## config.mk

```make
export PLATFORM = sky130hd
export DESIGN_NAME = pad_scan_ctrl
export DESIGN_NICKNAME = d
export VERILOG_FILES = /design/src/rtl/pad_scan_ctrl.sv
export SDC_FILE = /design/constraint.sdc
export NUM_CORES = 1
export LEC_CHECK = 0
export BUFFER_PORTS_ARGS = -buffer_cell sky130_fd_sc_hd__buf_2
export CAP_MARGIN = 20
export CORE_MARGIN = 2
export CORE_UTILIZATION = 45
export CTS_BUF_LIST = sky130_fd_sc_hd__clkbuf_16
export DETAILED_ROUTE_END_ITERATION = 12
export PLACE_DENSITY = 0.67
export SYNTH_ARGS = -nofsm -noshare
export SYNTH_HDL_FRONTEND = slang
export SYNTH_SLANG_ARGS = --single-unit
```

## constraint.sdc

```tcl
create_clock -name clk -period 2.7 [get_ports clk]
set_input_delay 0.54 -clock clk [delete_from_list [all_inputs] [get_ports clk]]
set_output_delay 0.54 -clock clk [all_outputs]
set_load 0.01 [all_outputs]
```

## src/rtl/pad_scan_ctrl.sv

```systemverilog
// Zero-padding scan sequencer: walks an IMG_W x IMG_H map plus a PAD-pixel border in raster
// order, issuing one (row, col, pad_sel, mem_addr) beat per valid/ready handshake.
module pad_scan_ctrl #(
  parameter int unsigned IMG_W  = 64,
  parameter int unsigned IMG_H  = 64,
  parameter int unsigned PAD    = 1,
  parameter int unsigned ADDR_W = 12,
  parameter int unsigned CNT_W  = 8
) (
  input  logic              clk,
  input  logic              rst,
  input  logic              start,
  output logic              busy,
  output logic              done,
  output logic              out_valid,
  input  logic              out_ready,
  output logic              pad_sel,
  output logic [ADDR_W-1:0] mem_addr,
  output logic [CNT_W-1:0]  row,
  output logic [CNT_W-1:0]  col
);

  localparam int unsigned PW = IMG_W + 2 * PAD;
  localparam int unsigned PH = IMG_H + 2 * PAD;
  localparam logic [CNT_W-1:0] LAST_C = CNT_W'(PW - 1);
  localparam logic [CNT_W-1:0] LAST_R = CNT_W'(PH - 1);

  // Signed bounds keep the border test well-formed when PAD is zero.
  localparam int PAD_I   = int'(PAD);
  localparam int ROW_END = int'(PAD + IMG_H);
  localparam int COL_END = int'(PAD + IMG_W);

  typedef enum logic [1:0] {
    IDLE = 2'd0,
    SCAN = 2'd1,
    DONE = 2'd2
  } state_t;

  state_t            state;
  logic [ADDR_W-1:0] addr_cnt;

  logic              accept;
  logic              last_beat;
  logic [CNT_W-1:0]  nxt_row;
  logic [CNT_W-1:0]  nxt_col;
  logic [ADDR_W-1:0] nxt_cnt;
  logic              nxt_pad;

  function automatic logic is_border(input logic [CNT_W-1:0] r, input logic [CNT_W-1:0] c);
    int ri;
    int ci;
    ri = int'(r);
    ci = int'(c);
    return (ri < PAD_I) || (ri >= ROW_END) || (ci < PAD_I) || (ci >= COL_END);
  endfunction

  // Next coordinate and running interior address for the beat after an acceptance.
  always_comb begin
    accept    = out_valid & out_ready;
    last_beat = (row == LAST_R) && (col == LAST_C);
    nxt_col   = col + CNT_W'(1);
    nxt_row   = row;
    if (col == LAST_C) begin
      nxt_col = '0;
      nxt_row = row + CNT_W'(1);
    end
    nxt_cnt = pad_sel ? addr_cnt : addr_cnt + ADDR_W'(1);
    nxt_pad = is_border(nxt_row, nxt_col);
  end

  always_ff @(posedge clk or posedge rst) begin
    if (rst) begin
      state     <= IDLE;
      busy      <= 1'b0;
      done      <= 1'b0;
      out_valid <= 1'b0;
      pad_sel   <= 1'b0;
      mem_addr  <= '0;
      row       <= '0;
      col       <= '0;
      addr_cnt  <= '0;
    end else begin
      done <= 1'b0;
      case (state)
        IDLE: begin
          if (start) begin
            state     <= SCAN;
            busy      <= 1'b1;
            out_valid <= 1'b1;
            row       <= '0;
            col       <= '0;
            pad_sel   <= is_border(CNT_W'(0), CNT_W'(0));
            mem_addr  <= '0;
            addr_cnt  <= '0;
          end
        end
        SCAN: begin
          if (accept) begin
            if (last_beat) begin
              state     <= DONE;
              busy      <= 1'b0;
              out_valid <= 1'b0;
              done      <= 1'b1;
              pad_sel   <= 1'b0;
              mem_addr  <= '0;
              row       <= '0;
              col       <= '0;
            end else begin
              row      <= nxt_row;
              col      <= nxt_col;
              pad_sel  <= nxt_pad;
              addr_cnt <= nxt_cnt;
              mem_addr <= nxt_pad ? '0 : nxt_cnt;
            end
          end
        end
        DONE: state <= IDLE;
        default: state <= IDLE;
      endcase
    end
  end

endmodule

```

After elaboration in Yosys (flattened, before gate mapping) --
Cells that the tools add are included.
Word-level totals: flip-flop bits (word level) 45, input bits 4, output and inout port bits 32, word-level logic and storage cells 65
Operators by class: add/subtract/negate cells 3, order comparisons 4, equal/unequal tests 7, mux-type cells 32, bitwise logic cells 1, reduce and logical (&&, ||, !) cells 10
Operator list (number):
- 2-to-1 mux 12 bit | 7
- 2-to-1 mux 8 bit | 7
- one-hot mux 12 bit (2 select lines) | 2
- one-hot mux 8 bit (2 select lines) | 2
- adder 8 x 1 -> 8 bit, second input constant | 2
- equality test 8 x 7 -> 1 bit, second input constant | 2
- >= comparator 8 x 7 -> 1 bit, second input constant | 2
- < comparator 8 x 1 -> 1 bit, second input constant | 2
- adder 12 x 1 -> 12 bit, second input constant | 1
- 2-to-1 mux 1 bit | 8
- != test 2 bit, second input constant | 4
- AND reduction 4 bit | 2
- 2-to-1 mux 2 bit | 3
- AND reduction 3 bit | 2
- one-hot mux 1 bit (2 select lines) | 2
- one-hot mux 2 bit (2 select lines) | 1
- logical OR 1 bit | 3
- equality test 2 x 1 -> 1 bit, second input constant | 1
- logical NOT 2 bit | 1
- nonzero test 2 bit | 1
- AND 1 bit | 1
- logical AND 1 bit | 1

Logic depth before layout (Yosys ltp) --
depth after elaboration 10, depth in mapped cells 10, mapped depth without buffers 8

Worst setup path before layout --
OpenSTA, ideal clock, no wires.
path type register to register, from register col[0], to register mem_addr[11], setup time 104 ps, data arrival time 2547 ps, required time 2596 ps, path slack 50 ps, stages on the path, launching flop included 9, buffers on the path 1, period minus slack after synthesis 2650 ps, cells stage by stage dfrtp_1 > ha_1 > or3b_2 > nor2_4 > a31oi_1 > or4_4 > mux2i_2 > buf_6 > o41ai_2
On the way: word-level cells in the longest chain between the ends 10, elaborated cells between the ends (all ways) 16, classes of those cells add/sub (1); order compare (4); eq/ne (1); mux (6); reduce/logical (4)
RTL lines:
- start: declaration | line 20 | output logic [CNT_W-1:0] col
- start signal: assignment | line 110 | col <= nxt_col;
- branches (longest 7 deep; another with adder 8 x 1 -> 8 bit)
- 2-to-1 mux 12 bit (*) | line 99 | if (last_beat) begin
- 2-to-1 mux 12 bit (*) | line 98 | if (accept) begin
- one-hot mux 12 bit (2 select lines) (*) | line 84 | case (state)
- end signal: assignment | line 113 | mem_addr <= nxt_pad ? '0 : nxt_cnt;
- end: declaration | line 18 | output logic [ADDR_W-1:0] mem_addr,
Every way passes the cells marked *. The select of a mux whose other input is x is not followed. A chain may end at the register's enable or synchronous reset.

Final worst setup path --
from register col[2], to register pad_sel
On the way: word-level cells in the longest chain between the ends 9, elaborated cells between the ends (all ways) 15, classes of those cells add/sub (1); order compare (4); eq/ne (1); mux (5); reduce/logical (4)
RTL lines:
- branches (longest 6 deep; another with adder 8 x 1 -> 8 bit)
- 2-to-1 mux 1 bit (*) | line 99
- 2-to-1 mux 1 bit (*) | line 98
- one-hot mux 1 bit (2 select lines) (*) | line 84
- end signal: assignment | line 92 | pad_sel <= is_border(CNT_W'(0), CNT_W'(0));
- end signal: assignment | line 111 | pad_sel <= nxt_pad;
- end: declaration | line 17 | output logic pad_sel,
Marks and branches as above.

==> impl_metrics.env <==
export IMPL_status="finished clean"
export IMPL_critPathLaunchType="flop"
export IMPL_relSlewSlack=0.634
export IMPL_worstPathCellList="or4b_4 > o21ai_1 > o21ai_1 > or4_4 > mux2i_2 > buf_12 > o31a_1"
export IMPL_insertedDiodeCount=0
export IMPL_htreeDepth=2
export IMPL_numCtsBuffers=5
export IMPL_fp_row_count=27
export IMPL_area_delta_synth_final_pct=23.4
export IMPL_clk_path_buf_depth=2
export IMPL_worst_setup_path_type="flop to flop"
export IMPL_io_pins=36
export IMPL_cp_required_ns=2.88
export IMPL_period_share=0.959
export IMPL_clkTransAtPathRegs_ns=0.06
export IMPL_grt_max_degree=29
export IMPL_worst_ir_drop_vdd_mv=0.571
export IMPL_globalRouteOverflowTotal=0
export IMPL_wirelength_um=6280
export IMPL_pre_cts_slack_ns=-0.0218
export IMPL_slowest_delay_ns=0.59
export IMPL_fin_tns_setup_ns=0
export IMPL_die_w_um=80.5
export IMPL_critPathMaxFanout=13
export IMPL_drive_gt1_frac=0.277
export IMPL_synth_seq_area_share=0.428
export IMPL_syn_inst=286
export IMPL_post_dp_hpwl_um=4340
export IMPL_final_max_slew_viol_count=0
export IMPL_min_path_type="input port to async pin"
export IMPL_crit_slowest_cell="or4b_4"
export IMPL_grt_pass1_vias=2147
export IMPL_drc=0
export IMPL_fin_worst_skew_ns=0.00372
export IMPL_final_util=0.582
export IMPL_post_cts_setup_buffers=0
export IMPL_initialDrtViolationCount=99
export IMPL_nets=344
export IMPL_num_vias=2244
export IMPL_initial_core_util=0.472
export IMPL_synth_flop_cell="dfrtp_1"
export IMPL_ant_nets=0
export IMPL_synth_area_per_cell_um2=9.20
export IMPL_worstSkewPairLatency_ns=0.29
export IMPL_syn_area_um2=2630
export IMPL_cts_tree="done"
export IMPL_yosysWarnings=0
export IMPL_firstDrtPassIters=6
export IMPL_grt_first_pass_wirelength_um=10400
export IMPL_p_per_area_nw_per_um2=700
export IMPL_hold_ws_ns=0.232
export IMPL_end_kind="flop"
export IMPL_yosys_area_top_type="dfrtp_1"
export IMPL_routedWlPerCell_um=15.4
export IMPL_synth_edf_count=0
export IMPL_finalWorstSetupSlack_ns=0.110
export IMPL_rsz0062_at_grt="false"
export IMPL_fin_crit_ns=2.59
export IMPL_cap_violations=0
export IMPL_place_gp_congestion=0.916
export IMPL_ys_ff_latch=45
export IMPL_die_h_um=80.5
export IMPL_synth_top_area_share=0.428
export IMPL_cts_root_buf="clkbuf_16"
export IMPL_core_um2=5570
export IMPL_grt_antenna_before_repair=0
export IMPL_layout_commonest_cell="nand2_1"
export IMPL_fillers=497
export IMPL_path_common_cell="o21ai_1"
export IMPL_hold_violations=0
export IMPL_tightest_slew_ns=0.545
export IMPL_viasPerCell=5.50
export IMPL_r2r_slack_ns=0.11
export IMPL_synth_cell_type_count=50
export IMPL_clkSinkCount=45
export IMPL_synth_area_top_cells="dfrtp_1, nand2_1, o21ai_0, xor2_1, o41ai_2"
export IMPL_multi_input_area_um2=1440
export IMPL_crit_arrival_ns=2.77
export IMPL_grt_total_usage=0.212
export IMPL_synthesis_nets=295
export IMPL_dieArea_um2=6470
export IMPL_setup_viol=0
export IMPL_fmax_mhz=386
export IMPL_synth_async_reset_ratio=1.00
export IMPL_seq_area_um2=1130
export IMPL_portBuffers=35
export IMPL_p_leak_nw=1.54
export IMPL_final_instance_count_excl_fill=408
export IMPL_placedCellCount=400
export IMPL_final_cell_mix="nand2_1, dfrtp_1, buf_2"
## registers in the layout (all words and copies together) (netlist names)
name,count
addr_cnt,12
col,8
done,1
mem_addr,12
out_valid,1
pad_sel,1
row,8
state,2
## layer usage
| metal | vias up | track usage | wire [um] | share of wire |
|---|---|---|---|---|
| li1 | 1103 | - | - | - |
| met1 | 1086 | 0.262 | 2830 | 0.45 |
| met2 | 51 | 0.353 | 3080 | 0.49 |
| met3 | 4 | 0.0539 | 290 | 0.046 |
| met4 | 0 | 0.0831 | 82 | 0.013 |
| met5 | - | 0 | 0 | 0 |
## kinds of logic (layout without fill, tap and decap cells)
logic type | count (synthesis) | count (layout) | share of synthesized area
muxes | 3 | 3 | 0.0128
buffers and inverters | 25 | 75 | 0.0452
xor gates and xnor gates | 21 | 21 | 0.0699
AOI/OAI and AO/OA | 69 | 69 | 0.192
adders and majority gates | 5 | 5 | 0.0238
DFF | 45 | 45 | 0.428
and+or+nand+nor | 118 | 118 | 0.228
## power by group
group | switching [mW] | internal [mW]
logic | 0.487 | 0.297
registers | 0.0581 | 0.721
clock network | 0.273 | 0.438
total | 0.818 | 1.46
## layout make-up
class,instances,area share
inverters,5,0.00578
well taps,72,0.0277
multi-input cells,216,0.443
flip-flops and latches,45,0.347
repair buffers,62,0.124
clock buffers,5,0.0385
clock inverters,3,0.0143
## timing repair
| action | 4_1_cts | 5_1_grt |
|---|---|---|
| resized for setup | 1 | 8 |
| cloned | 0 | 0 |
| setup endpoints to repair | 2 | 18 |
| hold buffers | 0 | 0 |
## final timing paths
| kind | to | from | cells past startpoint |
|---|---|---|---|
| min | col[5]$_DFFE_PP0P_ | rst | 2 |
| min reg2reg | mem_addr[10]$_DFFE_PP0P_ | mem_addr[10]$_DFFE_PP0P_ | 2 |
| max reg2reg | pad_sel$_DFFE_PP0P_ | col[2]$_DFFE_PP0P_ | 7 |
| max in group asynchronous | pad_sel$_DFFE_PP0P_ | rst | 3 |
| max | pad_sel$_DFFE_PP0P_ | col[2]$_DFFE_PP0P_ | 7 |
| min in group clk | mem_addr[10]$_DFFE_PP0P_ | mem_addr[10]$_DFFE_PP0P_ | 2 |
## worst max-delay path: cells and delay by family, from the launching register on
family          cells  cell delay, ns
flops               1            0.42
simple gates        2            1.14
buf+inv             1            0.17
mux                 1            0.18
compound gates      3            0.55
## stage by stage
step | power, mW | instance area, um2
global route | 2.42 | 3250
global placement | 1.54 | 3020
floorplan | 1.27 | 2630
finish | 2.27 | 3250
CTS | 2.27 | 3200
detailed placement | 1.55 | 3020
## Yosys cell counts, types with 2 or more instances
library cell	number
a21o_1	2
a22o_1	2
a31oi_1	4
and2_1	4
and3_1	3
and4_1	2
buf_2	5
buf_6	2
clkbuf_1	12
dfrtp_1	45
ha_1	5
inv_1	5
mux2i_1	2
nand2_1	52
nand2b_1	5
nand3_1	9
nand4_1	4
nor2_1	15
nor2b_1	4
nor3_1	5
o21ai_0	32
o21ai_1	2
o22ai_1	2
o31a_1	2
o31ai_1	7
o31ai_2	4
o41ai_1	3
o41ai_2	6
xnor2_1	9
xor2_1	12
(Power assumes the default switching activity.)
